$ cat src/rtl/lsu_pkg.sv
// Shared definitions for the load/store unit: access size codes, FSM states
// and the legality/alignment rule applied to incoming core requests.
package lsu_pkg;

  localparam logic [2:0] LDST_B  = 3'd0;
  localparam logic [2:0] LDST_H  = 3'd1;
  localparam logic [2:0] LDST_W  = 3'd2;
  localparam logic [2:0] LDST_BU = 3'd4;
  localparam logic [2:0] LDST_HU = 3'd5;

  typedef enum logic [1:0] {
    IDLE,
    BUSY,
    DONE
  } lsu_state_t;

  // True when the size code is legal and the byte offset suits that size.
  function automatic logic req_ok(input logic [2:0] size, input logic [1:0] off);
    case (size)
      LDST_B, LDST_BU: req_ok = 1'b1;
      LDST_H, LDST_HU: req_ok = ~off[0];
      LDST_W:          req_ok = (off == 2'b00);
      default:         req_ok = 1'b0;
    endcase
  endfunction

endpackage

$ cat src/rtl/lsu_data_align.sv
// Combinational lane steering: store byte-enables and data replication,
// plus load byte/half extraction with sign or zero extension.
module lsu_data_align
  import lsu_pkg::*;
(
  input  logic        we_i,
  input  logic [2:0]  size_i,
  input  logic [1:0]  offset_i,
  input  logic [31:0] wd_i,
  input  logic [31:0] rdata_i,
  output logic [3:0]  be_o,
  output logic [31:0] wd_o,
  output logic [31:0] rd_o
);

  logic [31:0] shifted;

  always_comb begin
    shifted = rdata_i >> {offset_i, 3'b000};
    be_o    = 4'hF;
    wd_o    = wd_i;
    rd_o    = shifted;

    if (we_i) begin
      case (size_i)
        LDST_B, LDST_BU: begin
          be_o = 4'b0001 << offset_i;
          wd_o = {4{wd_i[7:0]}};
        end
        LDST_H, LDST_HU: begin
          be_o = 4'b0011 << offset_i;
          wd_o = {2{wd_i[15:0]}};
        end
        default: begin
          be_o = 4'hF;
          wd_o = wd_i;
        end
      endcase
    end

    case (size_i)
      LDST_B:  rd_o = {{24{shifted[7]}}, shifted[7:0]};
      LDST_BU: rd_o = {24'd0, shifted[7:0]};
      LDST_H:  rd_o = {{16{shifted[15]}}, shifted[15:0]};
      LDST_HU: rd_o = {16'd0, shifted[15:0]};
      default: rd_o = rdata_i;
    endcase
  end

endmodule

$ cat src/rtl/load_store_unit.sv
// Core-side load/store responder: stalls the core while a word-wide memory
// access is in flight, and flags misaligned requests and bus timeouts.
module load_store_unit
  import lsu_pkg::*;
#(
  parameter int TIMEOUT = 16
) (
  input  logic        clk_i,
  input  logic        rst_i,
  input  logic        core_req_i,
  input  logic        core_we_i,
  input  logic [2:0]  core_size_i,
  input  logic [31:0] core_addr_i,
  input  logic [31:0] core_wd_i,
  output logic [31:0] core_rd_o,
  output logic        core_stall_o,
  output logic        misalign_o,
  output logic        bus_err_o,
  output logic        mem_req_o,
  output logic        mem_we_o,
  output logic [3:0]  mem_be_o,
  output logic [31:0] mem_addr_o,
  output logic [31:0] mem_wd_o,
  input  logic [31:0] mem_rd_i,
  input  logic        mem_ready_i
);

  localparam int CW = $clog2(TIMEOUT) + 1;

  lsu_state_t  state_q, state_d;
  logic [CW-1:0] cnt_q, cnt_d;
  logic [31:0] rdata_q, rdata_d;
  logic [31:0] addr_q, wd_q;
  logic [2:0]  size_q;
  logic        we_q;
  logic        err_q, err_d;
  logic        latch;

  logic        sel_we;
  logic [2:0]  sel_size;
  logic [31:0] sel_addr, sel_wd;
  logic [3:0]  al_be;
  logic [31:0] al_wd, al_rd;

  // In IDLE the memory side follows the live core request; afterwards it
  // follows the copy latched on acceptance, so core changes are ignored.
  assign sel_we   = (state_q == IDLE) ? core_we_i   : we_q;
  assign sel_size = (state_q == IDLE) ? core_size_i : size_q;
  assign sel_addr = (state_q == IDLE) ? core_addr_i : addr_q;
  assign sel_wd   = (state_q == IDLE) ? core_wd_i   : wd_q;

  lsu_data_align u_align (
    .we_i     (sel_we),
    .size_i   (sel_size),
    .offset_i (sel_addr[1:0]),
    .wd_i     (sel_wd),
    .rdata_i  (rdata_q),
    .be_o     (al_be),
    .wd_o     (al_wd),
    .rd_o     (al_rd)
  );

  always_comb begin
    state_d      = state_q;
    cnt_d        = cnt_q;
    rdata_d      = rdata_q;
    err_d        = 1'b0;
    latch        = 1'b0;
    mem_req_o    = 1'b0;
    core_stall_o = 1'b0;
    misalign_o   = 1'b0;

    case (state_q)
      IDLE: begin
        if (core_req_i && !rst_i) begin
          if (req_ok(core_size_i, core_addr_i[1:0])) begin
            mem_req_o    = 1'b1;
            core_stall_o = 1'b1;
            latch        = 1'b1;
            cnt_d        = '0;
            if (mem_ready_i) begin
              rdata_d = mem_rd_i;
              state_d = DONE;
            end else begin
              state_d = BUSY;
            end
          end else begin
            misalign_o = 1'b1;
          end
        end
      end
      BUSY: begin
        mem_req_o    = 1'b1;
        core_stall_o = 1'b1;
        if (mem_ready_i) begin
          rdata_d = mem_rd_i;
          state_d = DONE;
        end else if (cnt_q == CW'(TIMEOUT - 1)) begin
          rdata_d = '0;
          err_d   = 1'b1;
          state_d = DONE;
        end else begin
          cnt_d = cnt_q + CW'(1);
        end
      end
      DONE: state_d = IDLE;
      default: state_d = IDLE;
    endcase
  end

  always_ff @(posedge clk_i or posedge rst_i) begin
    if (rst_i) begin
      state_q <= IDLE;
      cnt_q   <= '0;
      rdata_q <= '0;
      err_q   <= 1'b0;
      addr_q  <= '0;
      wd_q    <= '0;
      size_q  <= '0;
      we_q    <= 1'b0;
    end else begin
      state_q <= state_d;
      cnt_q   <= cnt_d;
      rdata_q <= rdata_d;
      err_q   <= err_d;
      if (latch) begin
        addr_q <= core_addr_i;
        wd_q   <= core_wd_i;
        size_q <= core_size_i;
        we_q   <= core_we_i;
      end
    end
  end

  // The timeout flag is registered so its pulse lines up with the DONE cycle.
  assign bus_err_o  = err_q;
  assign core_rd_o  = (state_q == DONE) ? al_rd : '0;
  assign mem_we_o   = mem_req_o & sel_we;
  assign mem_be_o   = mem_req_o ? al_be : 4'h0;
  assign mem_addr_o = mem_req_o ? {sel_addr[31:2], 2'b00} : '0;
  assign mem_wd_o   = mem_req_o ? al_wd : '0;

endmodule
$ cat config.mk
export PLATFORM = sky130hd
export DESIGN_NAME = load_store_unit
export DESIGN_NICKNAME = d
export VERILOG_FILES = /design/src/rtl/lsu_pkg.sv /design/src/rtl/lsu_data_align.sv /design/src/rtl/load_store_unit.sv
export SDC_FILE = /design/constraint.sdc
export NUM_CORES = 1
export LEC_CHECK = 0
export CORE_MARGIN = 8
export CORE_UTILIZATION = 24
export CTS_CLUSTER_DIAMETER = 200
export DETAILED_ROUTE_END_ITERATION = 6
export GPL_TIMING_DRIVEN = 0
export SLEW_MARGIN = 20
export SYNTH_ARGS = -nofsm -noshare
export SYNTH_HDL_FRONTEND = slang
export SYNTH_SLANG_ARGS = --single-unit
$ cat constraint.sdc
create_clock -name clk_i -period 3.19 [get_ports clk_i]
set_input_delay 0.4785 -clock clk_i [delete_from_list [all_inputs] [get_ports clk_i]]
set_output_delay 0.4785 -clock clk_i [all_outputs]
set_load 0.05 [all_outputs]
==> key figures, run 1 <==
Timing
  • Fin crit share: between 90% and 100%
  • Worst slew margin: 63.40%
  • F_max: roughly 0.32 GHz
  • TNS Setup: 0 ns
  • Final Hold Fails: 0
  • Min Clock Period, post-route: 3.159 ns
  • Setup violators final: 0
  • Setup Skew: approximately 0.012 ns
  • Pin slew with the least headroom to its limit: between 0.5 and 0.6 ns
  • Pins Over Slew Limit: 0
  • RSZ-0062 raised after global routing: true

Outcome
  • Outcome: complete, no violations

Place
  • RD Place Congestion: 0.8330
  • Input/output buffers: 204
  • Post-Place Cells: 1355
  • Hpwl dp: 20340 um

Pwr
  • Maximum vdd ir drop: 0.0002568 V
  • Power Density: 504.4 mW/mm^2
  • Leakage power: 4.294 nW
  • Overall Power: 4.917 mW

Flow run
  • Max_cap viols: 0

Critical path
  • Crit path max fanout: 10
  • Worst endpoint required time: 2.71 ns
  • FF-to-FF path depth: 9
  • CP Capture Type: primary output
  • Worst Setup Start Kind: input pin
  • Critical path type: in2out
  • Worst Path Arrival: between 2 and 3 ns
  • Worst R2R Setup Slack: between 0.7 and 0.8 ns

Global routing
  • M2 GR Usage: 25.90%
  • Largest net degree at the start of global routing: 31
  • GRT met1 Usage: 19.16%
  • Grt peak-use layer: met2
  • Gr ovfl total: 0
  • Met3 GRT Util: 3.091%
  • First-pass GRT wire length: 40430 um
  • GRT Overall Usage: 15.34%
  • Vias in the first global route: 6898
  • Initial antenna violation count: 4

Finish
  • Fill count: 2884
  • Fraction of layout cells with a size suffix above 1: a little over a quarter
  • Final net count: 1102
  • Most common cell after layout, fill and taps aside: nand2_1
  • Fin util: 34.99%
  • Final cell count without fillers: 1381
  • Area delta synth->final: 43.30%
  • Most frequent cells in the layout: nand2_1, dfrtp_1, clkdlybuf4s50_1

Logic synthesis
  • Synth cell types: 57
  • Ys Warns: 0
  • Number of synthesized flops with an enable pin: 0
  • Mapped Avg Cell Area: 8.858 um^2
  • Post-Synthesis Cell Area: 0.006803 mm^2
  • Most common flop cell mapped by yosys: dfrtp_1
  • Yosys reg bits: around 110
  • Sequential-to-total area share from yosys stat: between 30% and 40%
  • Area leader, netlist: dfrtp_1
  • Most area-consuming cells after synthesis: dfrtp_1, nand2_1, mux2_1, mux2_2, mux2i_1
  • Ys async rst share: 100.0%
  • Cell count after synthesis: ~770
  • Post-synth top area share: 39.73%

Die
  • DIE WIDTH: 184.4 um
  • Row count: between 60 and 70
  • Initial Utilization: approximately 24%
  • I/O pins: 209
  • Die ar.: 0.03399 mm^2
  • Placeable Area: 0.02786 mm^2
  • Die H: 184.4 um

Clock tree
  • Clock Sinks: 108
  • Htree depth: 3
  • Clock Tree Buf Depth: 2
  • CTS Hold Bufs: 0
  • Worst-path clk slew: 0.08 ns
  • Clock latency on the worst-skew pair: ~0.36 ns
  • CTS tree: yes
  • CTS root buf: clkbuf_16
  • CTS Buf Count: 9

Route
  • DRC: 0
  • Vias per inst: 4.798
  • Drt pass-1 iters: 5
  • Final wirelength: approximately 26000 um
  • ANT nets after route: 0
  • DR vias: 6626
  • DR iter-0 viols: 395
  • Wire per inst: 19.14 um

Worst hold path
  • Hold WC Path Type: in2async
==> cell usage after synthesis, drive strengths merged (7+ instances only) <==
| cell type | number |
|---|---|
| inv | 7 |
| a21oi | 47 |
| nor2 | 47 |
| nand2 | 190 |
| dfrtp | 108 |
| a311oi | 11 |
| clkbuf | 29 |
| a221o | 7 |
| o21a | 8 |
| a211oi | 11 |
| and2 | 7 |
| o22ai | 25 |
| o21ai | 57 |
| o211ai | 16 |
| nand2b | 10 |
| buf | 38 |
| mux2i | 30 |
| mux2 | 74 |
| nand3 | 8 |
==> routing by layer <==
layer	wire length (um)	share of wire (%)
met1	11420	43
met2	13020	49
met3	1433	5.4
met4	537	2.0
met5	13	0.049
==> critical path, cell delays in order <==
cell and delay (ns):
clkdlybuf4s50_1 0.60, or3b_1 0.46, a2bb2oi_2 0.21, nor2_2 0.09, buf_4 0.18, o32ai_2 0.33
buf_2 0.33
==> final cells by class <==
type                    instances  area, um^2  share of cell area, %
flip-flops and latches        108        2704                  27.74
plain buffers                  66       371.6                  3.812
inverters                       7       30.03                 0.3080
repair buffers                217        1907                  19.56
clock buffers                  12       246.5                  2.529
diodes                          3       7.507                0.07701
clock inverters                 3       47.55                 0.4877
well taps                     378       473.0                  4.852
multi-input cells             587        3961                  40.64
==> kinds of logic (layout without fill, tap and decap cells) <==
kind of cell	count (synthesis)	after routing	share of synthesized area (%)
fa+ha+maj	2	2	0.3678
buf+inv	74	305	5.242
xor+xnor	2	2	0.2575
compound gates	197	197	19.81
simple gates	280	280	17.77
other cells	1	5	0.05512
flops	108	108	39.73
mux	104	104	16.77
==> final timing paths <==
kind                                     start       endpoint
max in group asynchronous                rst_i     state_q[1]
worst max-delay path            core_addr_i[0]  core_rd_o[12]
worst min register to register      rdata_q[6]     rdata_q[6]
min in group clk_i                  rdata_q[6]     rdata_q[6]
worst max register to register        cnt_q[0]    rdata_q[16]
worst min-delay path                     rst_i      addr_q[7]
==> stage by stage <==
| stage | setup slack [ns] | hold WS (ns) | instance area [um^2] |
|---|---|---|---|
| 6_report | 0.03084 | 0.4471 | 9748 |
| 2_1_floorplan | -0.1500 | 0.4512 | 6884 |
| 4_1_cts | 0.009101 | 0.4398 | 9828 |
| 3_5_place_dp | -0.8283 | 0.4802 | 9487 |
| 5_1_grt | -0.03292 | 0.4746 | 9748 |
| 3_3_place_gp | -0.8458 | 0.4728 | 9399 |
==> power by group <==
group / switching, mW / total, mW / internal [mW]
clock: 0.533 / 1.16 / 0.631
sequential: 0.299 / 2.02 / 1.73
combinational: 1.02 / 1.73 / 0.707
total: 1.85 / 4.92 / 3.06
==> flip-flops by register name, summed over array words and instances, names as in the netlist <==
| register | cells |
|---|---|
| cnt_q | 5 |
| wd_q | 32 |
| we_q | 1 |
| state_q | 2 |
| addr_q | 32 |
| bus_err_o | 1 |
| size_q | 3 |
| rdata_q | 32 |
==> timing repair <==
action	4_1_cts	5_1_grt
buffers inserted	7	2
pin swaps	2	0
resized for setup	491	83
setup endpoints to repair	102	87
Note: power is estimated with default switching activity, not from simulation.
==> inputs of run 2 (changes only) <==
Settings changed: CAP_MARGIN set to 10.
==> results of run 2 <==
The final DEF is identical to that of run 1; final timing and power are the same.
==> inputs of run 3 (changes only) <==
Settings changed: DONT_BUFFER_PORTS set to 1, SLEW_MARGIN 20 to not set.
==> key figures, run 3 (synthesis gave the netlist of run 1 again) <==
Finish
  • Most common cell after layout, fill and taps aside: nand2_1
  • Area delta synth->final: 30.62%
  • Most frequent cells in the layout: nand2_1, dfrtp_1, o21ai_0
  • Largest registers: addr_q (32), rdata_q (32), wd_q (32)
  • Final net count: 900
  • # diodes: 0
  • Fraction of layout cells with a size suffix above 1: 29.16%
  • Fin util: 31.90%

Place
  • Input/output buffers: 0
  • RD Place Congestion: a little under 0.9
  • Hpwl dp: about 19000 um
  • Pre-CTS setup slack: -0.4357 ns

Route
  • Final wirelength: roughly 26000 um
  • DR vias: 6002
  • Vias per inst: just over 5
  • DRC: 0
  • Met2 routed WL: 12680 um
  • DR iter-0 viols: 456
  • Wire length on met1: about 11000 um
  • Drt pass-1 iters: 5
  • Wire per inst: 22.02 um
  • Top Metal Used: met4
  • ANT nets after route: 0
  • Met3 wire length: 1679 um

Critical path
  • CP Buf/Inv Count: 3
  • CP dominant cell by count: buf_6
  • CP Capture Type: primary output
  • Critical path type: reg2out
  • Largest delay share family, worst path: compound AO/OA/AOI/OAI gates
  • Worst-path cell chain: buf_6 -> buf_2 -> o21ai_1 -> nand3_1 -> a211oi_4 -> a31oi_4 -> buf_6 -> o22ai_4
  • Worst endpoint required time: ~2.7 ns
  • CP max stage cell: dfrtp_1
  • CP max stage delay: 0.40 ns
  • Crit path max fanout: 10
  • Worst Path Arrival: 2.65 ns
  • Worst Setup Start Kind: flip-flop

Die
  • I/O pins: 209
  • Die ar.: 0.03399 mm^2
  • Placeable Area: 0.02786 mm^2
  • Row count: 61
  • DIE WIDTH: 184.4 um
  • Die H: 184.4 um
  • Initial Utilization: 24.42%

Global routing
  • Largest net degree at the start of global routing: between 40 and 50
  • Vias in the first global route: 6146
  • Gr ovfl total: 0
  • Initial antenna violation count: 0
  • First-pass GRT wire length: between 30000 and 40000 um
  • GRT Overall Usage: about 15%

Timing
  • Setup violators final: 0
  • Setup WS post-layout: around 0.06 ns
  • RSZ-0062 raised after global routing: true
  • Worst slew margin: 44.49%
  • Min Clock Period, post-route: 3.132 ns
  • F_max: 0.3193 GHz
  • Pins Over Slew Limit: 0
  • Final Hold Fails: 0
  • Setup Skew: 0.01100 ns
  • Pin slew with the least headroom to its limit: 0.8308 ns
  • Fin crit share: 98.17%

Flow run
  • Max_cap viols: 0

Clock tree
  • Clock latency on the worst-skew pair: 0.37 ns
  • Worst-path clk slew: 0.08 ns
  • Clock Sinks: 108
  • CTS root buf: clkbuf_16
  • Clock Tree Buf Depth: 2
  • Htree depth: 3
  • CTS tree: yes
  • CTS Hold Bufs: 0
  • CTS Buf Count: 9

Pwr
  • Maximum vdd ir drop: 0.0002053 V
  • Overall Power: 4.942 mW
  • Leakage power: 3.457 nW
  • Power Density: 556.2 mW/mm^2

Worst hold path
  • Hold WC Path Type: in2async

Outcome
  • Outcome: complete, no violations
-- run 3: cell count changes in the layout (fill, tap and decap cells not counted), sizes merged --
cell           previous run  this run
clkdlybuf4s18             1         0
clkinvlp                  1         2
clkdlybuf4s15            18         0
buf                     125        57
clkdlybuf4s50           101         0
diode                     3         0
bufinv                    1         0
inv                       6         8
dlygate4sd2               2         0
clkbuf                   48        34
clkinv                    2         3
-- run 3: per-stage QoR --
stage / cell area (um^2) / hold WS [ns] / instances / setup TNS, ns
final: 8886 / 0.1128 / 1177 / 0
after global routing: 8886 / 0.1636 / 1177 / -0.9008
after CTS: 8563 / 0.1217 / 1168 / -0.8864
after detailed placement: 7480 / 0.4786 / 1149 / -13.89
after global placement: 7357 / 0.4729 / 1147 / -17.98
after floorplan: 6884 / 0.4512 / 769 / -1.500
-- run 3: power breakdown --
group	switching, mW	internal, mW
Clock	0.584	0.560
Sequential	0.304	1.72
Combinational	1.16	0.608
-- run 3: path summary, 6_finish.rpt --
| kind | startpoint | end | slack, ns | cells after the start |
|---|---|---|---|---|
| max | state_q[0] | core_rd_o[23] | 0.06 | 8 |
| min | rst_i | addr_q[7] | 0.11 | 1 |
| max reg2reg | cnt_q[0] | rdata_q[20] | 0.70 | 10 |
| min reg2reg | rdata_q[3] | rdata_q[3] | 0.49 | 2 |
| max in group asynchronous | rst_i | rdata_q[20] | 2.12 | 3 |
| min in group clk_i | mem_ready_i | state_q[0] | 0.23 | 1 |
-- run 3: worst register-to-register path: cells and delay by family, from the launching register on --
kind | cells | cell delay [ns]
buf+inv | 2 | 0.83
compound gates | 3 | 0.40
fa+ha+maj | 2 | 0.43
simple gates | 3 | 0.33
flops | 1 | 0.42
-- run 3: layer usage --
metal	track usage (%)	vias to the layer above
met5	0	-
met4	5.550	0
met3	3.879	49
met2	25.01	203
met1	18.24	3009
li1	-	2741
-- run 3: what timing repair did --
action	CTS	global route
buffers inserted	3	10
setup endpoints to repair	97	87
pin swaps	12	10
gates resized for setup	145	53
-- run 3: cell type report --
type | instances | area (um^2)
Inverter | 7 | 30.03
Clock inverter | 6 | 46.29
Tap cell | 378 | 473.0
Timing Repair Buffer | 15 | 150.1
Buffer | 66 | 427.9
Multi-Input combinational cell | 587 | 4816
Fill cell | 2828 | 18970
Sequential cell | 108 | 2704
Clock buffer | 10 | 239.0
